<file path="src/rtl/shifter_seq.sv">
// Multi-cycle operand shifter: SLL/SRL/SRA/ROR, up to STEP bits per clock,
// with valid/ready handshakes on the request and result sides.
module shifter_seq #(
    parameter int WIDTH = 32,
    parameter int STEP  = 1,
    localparam int AMT_W = $clog2(WIDTH)
) (
    input  logic             clk,
    input  logic             rst,
    input  logic             in_valid,
    output logic             in_ready,
    input  logic             fun,
    input  logic [3:0]       op,
    input  logic [1:0]       shift_type,
    input  logic [AMT_W-1:0] shift_amount,
    input  logic [WIDTH-1:0] rd2,
    output logic             out_valid,
    input  logic             out_ready,
    output logic [WIDTH-1:0] data,
    output logic             busy,
    output logic [1:0]       state_dbg
);

    // Handshake: a request transfers on a rising edge with in_valid && in_ready,
    // a result transfers with out_valid && out_ready; ready/valid depend on state only.
    typedef enum logic [1:0] {
        IDLE  = 2'd0,
        SHIFT = 2'd1,
        DONE  = 2'd2
    } state_t;

    localparam logic [AMT_W-1:0] STEP_A = AMT_W'(STEP);
    localparam logic [3:0]       OP_SHIFT = 4'b1101;

    state_t           state, state_n;
    logic [WIDTH-1:0] acc, acc_n;
    logic [AMT_W-1:0] rem, rem_n;
    logic [1:0]       typ, typ_n;
    logic [WIDTH-1:0] data_q, data_n;
    logic [AMT_W-1:0] k;
    logic [WIDTH-1:0] shifted;
    logic [WIDTH-1:0] rot;

    always_ff @(posedge clk) begin
        if (rst) begin
            state  <= IDLE;
            acc    <= '0;
            rem    <= '0;
            typ    <= '0;
            data_q <= '0;
        end else begin
            state  <= state_n;
            acc    <= acc_n;
            rem    <= rem_n;
            typ    <= typ_n;
            data_q <= data_n;
        end
    end

    // One step of the datapath: shift the accumulator by min(STEP, rem).
    always_comb begin
        k       = (rem > STEP_A) ? STEP_A : rem;
        rot     = acc;
        shifted = acc;
        for (int i = 0; i < STEP; i++) begin
            if (i < int'(k)) begin
                rot = {rot[0], rot[WIDTH-1:1]};
            end
        end
        case (typ)
            2'b00:   shifted = acc << k;
            2'b01:   shifted = acc >> k;
            2'b10:   shifted = $signed(acc) >>> k;
            default: shifted = rot;
        endcase
    end

    always_comb begin
        state_n = state;
        acc_n   = acc;
        rem_n   = rem;
        typ_n   = typ;
        data_n  = data_q;
        case (state)
            IDLE: begin
                if (in_valid) begin
                    acc_n = rd2;
                    rem_n = shift_amount;
                    typ_n = shift_type;
                    if (op != OP_SHIFT || fun || shift_amount == '0) begin
                        state_n = DONE;
                        data_n  = rd2;
                    end else begin
                        state_n = SHIFT;
                    end
                end
            end
            SHIFT: begin
                acc_n = shifted;
                rem_n = rem - k;
                if (rem == k) begin
                    state_n = DONE;
                    data_n  = shifted;
                end
            end
            DONE: begin
                if (out_ready) begin
                    state_n = IDLE;
                end
            end
            default: state_n = IDLE;
        endcase
    end

    assign in_ready  = (state == IDLE);
    assign out_valid = (state == DONE);
    assign busy      = (state != IDLE);
    assign data      = data_q;
    assign state_dbg = state;

endmodule

</file>
<file path="config.mk">
export PLATFORM = sky130hd
export DESIGN_NAME = shifter_seq
export DESIGN_NICKNAME = d
export VERILOG_FILES = /design/src/rtl/shifter_seq.sv
export SDC_FILE = /design/constraint.sdc
export NUM_CORES = 1
export LEC_CHECK = 0
export BUFFER_PORTS_ARGS = -buffer_cell sky130_fd_sc_hd__buf_2
export CORE_MARGIN = 5
export CORE_UTILIZATION = 25
export CTS_CLUSTER_DIAMETER = 60
export CTS_CLUSTER_SIZE = 30
export DETAILED_ROUTE_END_ITERATION = 8
export GPL_TIMING_DRIVEN = 0
export SETUP_SLACK_MARGIN = 0.1
export SLEW_MARGIN = 5
export SYNTH_ARGS = -nofsm -noshare
export SYNTH_HDL_FRONTEND = slang
export SYNTH_SLANG_ARGS = --single-unit
</file>
<file path="constraint.sdc">
create_clock -name clk -period 5.1 [get_ports clk]
set_clock_uncertainty 0.1 [all_clocks]
set_input_delay 1.02 -clock clk [delete_from_list [all_inputs] [get_ports clk]]
set_output_delay 1.02 -clock clk [all_outputs]
set_load 0.05 [all_outputs]
</file>
==> results of run 1 <==
through the flow:
| stage | std cells | util [%] | total power [mW] | area [µm²] | worst slack [ns] |
|---|---|---|---|---|---|
| 3_5_place_dp | 823 | 29.6 | 1.16 | 4890 | 2.02 |
| 5_1_grt | 838 | 31.2 | 1.81 | 5150 | 1.71 |
| 3_3_place_gp | 823 | 29.6 | 1.16 | 4890 | 2.02 |
| 4_1_cts | 838 | 31.2 | 1.73 | 5150 | 1.97 |
| 2_1_floorplan | 519 | - | 1.03 | 4190 | 2.06 |
| 6_report | 838 | 31.2 | 1.73 | 5150 | 1.95 |
flip-flops by register name (all words and copies together) (netlist names):
register   cells
acc           32
data          32
rem            5
state_dbg      2
typ            2
power breakdown:
group	internal (mW)	leakage (nW)	total [mW]	switching, mW
registers	0.621	0.605	0.662	0.0412
logic	0.165	1.20	0.486	0.321
clock network	0.337	0.135	0.578	0.241
total	1.12	1.94	1.73	0.604
layer usage:
layer | part of all wire [%] | routed length (µm)
met5 | 0 | 0
met4 | 1.5 | 212
met3 | 6.3 | 884
met2 | 44 | 6190
met1 | 48 | 6820
cell usage after synthesis:
library cell	n
nand4bb_1	1
a21o_1	1
nor4_2	1
o22ai_1	1
o21ba_2	1
nor3_1	3
a31oi_1	1
o32ai_1	1
nor3b_1	1
or4_1	2
o211a_1	1
nand3_1	3
a2bb2oi_1	1
a311oi_1	1
inv_1	36
o21bai_1	1
o211ai_1	1
o41ai_1	2
or2_2	2
o221ai_1	3
a211oi_2	8
nand2_1	8
nor2b_1	4
buf_1	2
a221oi_1	1
o21a_1	1
buf_6	3
o311ai_0	2
a21oi_1	69
nand2b_1	4
dfxtp_1	73
o21ai_0	36
o221ai_2	27
nor2_1	73
and4b_1	1
buf_2	16
ha_1	2
o211ai_2	1
nor4b_1	1
a22oi_1	30
a211oi_1	54
nand3b_1	1
clkbuf_1	37
nand4b_1	1
cells by family (layout without fill, tap and decap cells):
kind of cell    after synthesis  after routing  share of synthesized area [%]
fa+ha+maj                     2              2                          0.597
flops                        73             73                           34.9
simple gates                106            106                           11.4
buf+inv                      94            193                           9.43
compound gates              244            244                           43.7
area by class of cell:
| type | count | area (µm²) | share of cell area, % |
|---|---|---|---|
| tap | 220 | 275 | 5.34 |
| buffer | 58 | 260 | 5.05 |
| clock buffer | 11 | 243 | 4.71 |
| inverter | 36 | 135 | 2.62 |
| clock inverter | 4 | 20.0 | 0.389 |
| timing repair buffer | 84 | 420 | 8.16 |
| multi-input combinational | 352 | 2340 | 45.3 |
| sequential | 73 | 1460 | 28.4 |
worst max-delay path: cells and delay by family, from the launching register on:
kind	cells	cell delay, ns
flip-flops	1	0.36
AO/OA/AOI/OAI	3	0.69
AND/OR/NAND/NOR	3	1.22
adder cells (fa/ha/maj)	1	0.13
buffers and inverters	2	0.54
worst max path at each step:
stage	startpoint	cells after the start	to	slack, ns
6_report	rem[4]	9	data[23]	1.95
5_1_grt	rem[4]	9	data[22]	1.71
4_1_cts	rem[4]	9	data[16]	1.97
3_5_place_dp	rem[4]	9	data[15]	2.02
3_3_place_gp	rem[4]	9	data[22]	2.02
2_1_floorplan	state_dbg[0]	3	busy	2.06
==> out/results.txt, run 1 <==
vias in the first global route - 4252
H-tree levels - 3
Die Area - 19500 µm²
CTS root buffer - clkbuf_16
Via density - 5.11
CP Data Arrival Time - 3.29 ns
number of setup violations in the final report - 0
row count - 47
Fin. Hold Viols - 0
initial antenna violation count - 0
WHS Endpoint - data[0]
clock transition at the registers of the reported paths - 0.06 ns
fraction of layout cells with a size suffix above 1 - 25.4%
hold_ws - 0.393 ns
minimum clock period - 3.15 ns
post-route ant nets - 0
worst hold start - data[0]
CTS tree - done
met2 Use GR - 22.1%
Core Footprint - 16500 µm²
Setup TNS Final - 0 ns
Synth area leaders - dfxtp_1 (35%), a211oi_1 (9.7%), o221ai_2 (9.7%)
R2R setup slack - 1.95 ns
Mapped Area - 4190 µm²
power per cell area - 335 nW/µm²
post-synth top area share - 34.9%
Die Span Y - 140 µm
DR pass1 iterations - 5
area leader, netlist - dfxtp_1
FF-to-FF path depth - 9
number of diodes - 0
Area Growth Syn to Fin - 22.9%
Slew HR - 50.6%
FF-to-FF Start - rem[4]
crit path cell chain - nor4_2 > nor2_1 > inv_1 > ha_1 > nor4b_1 > o21a_1 > clkbuf_1 > a21oi_1 > a211oi_1
CTS Buffer Depth - 2
CTS Buf Count - 9
Iteration-0 DRC Markers - 408
number of port buffers - 84
Yosys reg bits - 73
Vias - 4286
Synth warnings - 0
CP max stage cell - nor4_2
CTS sink cnt - 73
drt wl/cell - 16.8 µm
Initial Util - 25.4%
f_max - 317 MHz
Die Width - 140 µm
Max-cap violations - 0
outcome - completed
Skew-Pair Late Insertion Delay - 0.34 ns
syn nets - 569
final worst path period share - 61.8%
DRT Wirelength - 14100 µm
gp weighted congestion - 0.874
number of I/O pins - 85
startpoint types - register
most common cell after layout, fill and taps aside - buf_2
post-CTS resize count - 0
commonest non-fill, non-tap cells in the layout - buf_2 (100), nor2_1 (73), dfxtp_1 (73)
Worst EP required - 5.24 ns
hold_buf cts - 0
first-pass GRT wire length - 22900 µm
library cells used by synthesis - 44
gr usage total - 14.4%
number of cells on the worst hold path - 2
DRC violations left - 0
Remaining Overflow, GRT - 0
endpoint type of the worst setup path - register
worst vdd rail ir drop - 0.000161 V
critical path peak fanout - 10
RSZ-0062 raised after global routing - false
Fillers - 1741
met1 Track Usage GR - 20.4%
pin count of the biggest net entering global routing - 12
Least-Margin Pin Slew - 0.741 ns
hold crit path type - reg -> reg
Slew Viols, Final - 0
Crit Path Category - reg -> reg
Worst path max stage delay - 0.63 ns
hpwl dp - 10400 µm
register area share after synthesis - 34.9%
nets - 664
Setup Buffers After CTS - 0
global route hottest layer - met2
Lkg Pwr - 1.94 nW
RR Endpoint - data[23]
Post-Syn Area per Cell - 8.08 µm²
Syn Inst Count - 519
M3 GR Usage - 2.71%
(Power assumes the default switching activity.)
==> run 2, diff against run 1 <==
Clock period 5.1 ns to 3.3 ns, I/O delays scaled along.
==> out/results.txt, run 2 (synthesis gave the netlist of run 1 again) <==
outcome - completed
Via density - 5.13
RR Endpoint - data[23]
Worst path max stage delay - 0.48 ns
DRC violations left - 0
pin count of the biggest net entering global routing - 12
Setup TNS Final - 0 ns
Fin. Hold Viols - 0
WHS Endpoint - data[0]
clock transition at the registers of the reported paths - 0.06 ns
fin cells - 838
worst hold start - data[0]
most common cell after layout, fill and taps aside - buf_2
critical path peak fanout - 10
gp weighted congestion - 0.874
row count - 47
RSZ-0062 raised after global routing - false
startpoint types - register
hpwl dp - 10400 µm
Crit path max-delay family - simple AND/OR/NAND/NOR gates
nets - 664
DR pass1 iterations - 5
placed insts - 823
Die Area - 19500 µm²
Vias - 4302
CTS sink cnt - 73
hold crit path type - reg -> reg
DRT Wirelength - 14100 µm
crit path cell chain - nor4_4 > nor2_1 > inv_1 > ha_1 > nor4b_1 > o21a_1 > clkbuf_1 > a21oi_1 > a211oi_1
Skew-Pair Late Insertion Delay - 0.33 ns
pre-CTS setup slack - 0.218 ns
Core Footprint - 16500 µm²
Setup Buffers After CTS - 0
minimum clock period - 2.96 ns
Pwr Total - 2.66 mW
Slew HR - 51.1%
Initial Util - 25.4%
CP Data Arrival Time - 3.10 ns
number of diodes - 0
Die Span Y - 140 µm
Slew Viols, Final - 0
Area Growth Syn to Fin - 23.1%
H-tree levels - 3
R2R setup slack - 0.34 ns
gr usage total - 14.4%
worst vdd rail ir drop - 0.000245 V
Least-Margin Pin Slew - 0.734 ns
CTS Buf Count - 9
Worst EP required - 3.44 ns
Fillers - 1741
Max-cap violations - 0
number of port buffers - 84
vias in the first global route - 4252
FF-to-FF Start - rem[4]
FF-to-FF path depth - 9
f_max - 338 MHz
number of setup violations in the final report - 0
final worst path period share - 89.6%
number of cells on the worst hold path - 2
CTS root buffer - clkbuf_16
number of I/O pins - 85
hold_buf cts - 0
setup slack after layout - 0.343 ns
CTS Buffer Depth - 2
drt wl/cell - 16.8 µm
Lkg Pwr - 1.94 nW
first-pass GRT wire length - 22900 µm
commonest non-fill, non-tap cells in the layout - buf_2 (100), nor2_1 (73), dfxtp_1 (73)
post-route ant nets - 0
CP max stage cell - nor4_4
endpoint type of the worst setup path - register
hold_ws - 0.392 ns
Remaining Overflow, GRT - 0
initial antenna violation count - 0
Crit path buffers/inverters - 2
fraction of layout cells with a size suffix above 1 - 25.4%
CTS tree - done
Die Width - 140 µm
power per cell area - 516 nW/µm²
Iteration-0 DRC Markers - 408
Crit Path Category - reg -> reg
## run 2: worst max path at each step
stage            startpoint       end  slack, ns  cells after the start
2_1_floorplan  state_dbg[0]      busy       0.62                      3
3_3_place_gp         rem[4]  data[22]       0.22                      9
3_5_place_dp         rem[4]  data[15]       0.22                      9
4_1_cts              rem[4]  data[16]       0.17                      9
5_1_grt              rem[4]  data[22]       0.12                      9
6_report             rem[4]  data[23]       0.34                      9
## run 2: where the power goes
part           total, mW  internal (mW)  switching (mW)
combinational      0.751          0.256           0.495
clock              0.889          0.520           0.369
sequential          1.02          0.959          0.0648
total               2.66           1.74           0.929
## run 2: final cells by class
class	instances	area (µm²)	share of cell area, %
inverter	36	135	2.62
sequential	73	1460	28.3
clock buffer	11	243	4.70
clock inverter	4	20.0	0.388
multi-input combinational	352	2340	45.4
buffer	58	260	5.04
timing repair buffer	84	420	8.15
tap	220	275	5.33
## run 2: metrics by stage
| step | area (µm²) | util, % |
|---|---|---|
| 2_1_floorplan | 4190 | - |
| 3_3_place_gp | 4890 | 29.6 |
| 3_5_place_dp | 4890 | 29.6 |
| 4_1_cts | 5150 | 31.2 |
| 5_1_grt | 5160 | 31.2 |
| 6_report | 5160 | 31.2 |
## run 2: timing repair
item,CTS,global route
endpoints found under the setup margin,0,28
endpoints found under the hold margin,0,0
resized for setup,0,1
## run 2: worst register-to-register path, delay by kind of cell (launching register included)
family | cells | cell delay (ns)
flip-flops | 1 | 0.37
AND/OR/NAND/NOR | 3 | 1.04
AO/OA/AOI/OAI | 3 | 0.70
buffers and inverters | 2 | 0.53
adder cells (fa/ha/maj) | 1 | 0.13
## run 2: per-layer routing
layer | up-vias | track usage (%) | routed length, µm
met5 | - | 0 | 0
met4 | 0 | 4.48 | 252
met3 | 21 | 2.71 | 916
met2 | 166 | 22.1 | 6150
met1 | 1996 | 20.4 | 6790
li1 | 2119 | - | -
==> run 3, diff against run 2 <==
Clock period 3.3 ns to 3 ns, I/O delays scaled along.
==> out/results.txt, run 3 (synthesis gave the netlist of run 1 again) <==
hold crit path type - in -> reg
CTS root buffer - clkbuf_16
post-route ant nets - 0
Crit path max-delay family - simple AND/OR/NAND/NOR gates
Core Footprint - 16500 µm²
Area Growth Syn to Fin - 23.3%
endpoint type of the worst setup path - register
Least-Margin Pin Slew - 0.738 ns
Slew Viols, Final - 0
CTS sink cnt - 73
outcome - completed
DRC violations left - 0
Pwr Total - 2.94 mW
Remaining Overflow, GRT - 0
critical path peak fanout - 10
Worst path max stage delay - 0.49 ns
Fin. Hold Viols - 0
number of I/O pins - 85
Initial Util - 25.4%
number of port buffers - 84
Die Area - 19500 µm²
CP max stage cell - nor4_4
Die Span Y - 140 µm
multi-input logic area - 2350 µm²
initial antenna violation count - 0
gr usage total - 14.4%
nets - 664
Sequential Area - 1460 µm²
Skew-Pair Late Insertion Delay - 0.34 ns
number of diodes - 0
worst vdd rail ir drop - 0.000274 V
drt wl/cell - 16.9 µm
DR pass1 iterations - 6
CTS Buf Count - 9
Worst EP required - 3.14 ns
startpoint types - register
final worst path period share - 88.4%
first-pass GRT wire length - 23000 µm
minimum clock period - 2.65 ns
row count - 47
most common cell after layout, fill and taps aside - buf_2
hold_buf cts - 0
Vias - 4277
H-tree levels - 3
Fillers - 1736
hpwl dp - 10400 µm
CTS tree - done
Slew HR - 50.8%
commonest non-fill, non-tap cells in the layout - buf_2 (100), dfxtp_1 (73), nor2_1 (72)
Setup Buffers After CTS - 0
Die Width - 140 µm
Via density - 5.10
power per cell area - 569 nW/µm²
f_max - 377 MHz
clock transition at the registers of the reported paths - 0.06 ns
crit path cell chain - nor4_4 > nor2_1 > inv_1 > ha_1 > nor4b_2 > o21a_1 > clkbuf_2 > a21oi_1 > a211oi_1
Crit Path Category - reg -> reg
Iteration-0 DRC Markers - 428
CTS Buffer Depth - 2
fraction of layout cells with a size suffix above 1 - 26.1%
Crit path buffers/inverters - 2
pin count of the biggest net entering global routing - 12
gp weighted congestion - 0.874
vias in the first global route - 4261
DRT Wirelength - 14200 µm
Max-cap violations - 0
Lkg Pwr - 1.95 nW
CP Data Arrival Time - 2.79 ns
number of setup violations in the final report - 0
RSZ-0062 raised after global routing - false
Layout Utilization - 31.3%
run 3: cell count changes in the layout (fill, tap and decap cells not counted):
cell      previous run  this run
nor2_2               0         1
nor4b_1              1         0
clkbuf_1            38        36
nor4b_2              0         1
nor2_1              73        72
clkbuf_2             0         2
run 3: where the power goes:
| group | total, mW | switching, mW | internal, mW |
|---|---|---|---|
| Clock | 0.984 | 0.412 | 0.572 |
| Sequential | 1.13 | 0.0719 | 1.06 |
| Combinational | 0.830 | 0.546 | 0.284 |
| Total | 2.94 | 1.03 | 1.91 |
run 3: area by class of cell:
| class | instances | area share [%] |
|---|---|---|
| Buffer | 58 | 5.08 |
| Clock buffer | 11 | 4.69 |
| Clock inverter | 4 | 0.387 |
| Inverter | 36 | 2.61 |
| Multi-Input combinational cell | 352 | 45.5 |
| Sequential cell | 73 | 28.3 |
| Tap cell | 220 | 5.32 |
| Timing Repair Buffer | 84 | 8.13 |
run 3: per-stage QoR:
step | hold slack [ns] | area, µm² | cells | worst slack [ns] | setup TNS (ns)
global placement | 0.399 | 4890 | 823 | -0.0809 | -1.03
finish | 0.392 | 5170 | 838 | 0.347 | 0
CTS | 0.396 | 5160 | 838 | 0.107 | 0
global route | 0.417 | 5170 | 838 | 0.164 | 0
floorplan | 0.370 | 4190 | 519 | 0.378 | 0
detailed placement | 0.388 | 4890 | 823 | -0.0824 | -1.04
run 3: repair_timing:
| item | 4_1_cts | 5_1_grt |
|---|---|---|
| pin swaps | 0 | 0 |
| resized for setup | 2 | 4 |
| endpoints found under the setup margin | 31 | 30 |
run 3: layer usage:
metal	GRT usage [%]	vias to the layer above	part of all wire, %
met3	2.71	17	6.1
met4	4.48	0	1.7
met1	20.4	2002	49
li1	-	2114	-
met5	0	-	0
met2	22.2	144	44
run 3: path summary, 6_finish.rpt:
check / startpoint / endpoint / slack, ns / depth (start not counted)
worst max-delay path: rem[4] / data[16] / 0.35 / 9
worst min-delay path: shift_type[1] / typ[1] / 0.39 / 3
worst max register to register: rem[4] / data[16] / 0.35 / 9
worst min register to register: data[0] / data[0] / 0.39 / 2
run 3: worst reg2reg max path, cell delays in order, from the launching register on:
cell	delay (ns)
dfxtp_1	0.38
nor4_4	0.49
nor2_1	0.15
inv_1	0.09
ha_1	0.13
nor4b_2	0.28
o21a_1	0.30
clkbuf_2	0.30
a21oi_1	0.11
a211oi_1	0.24
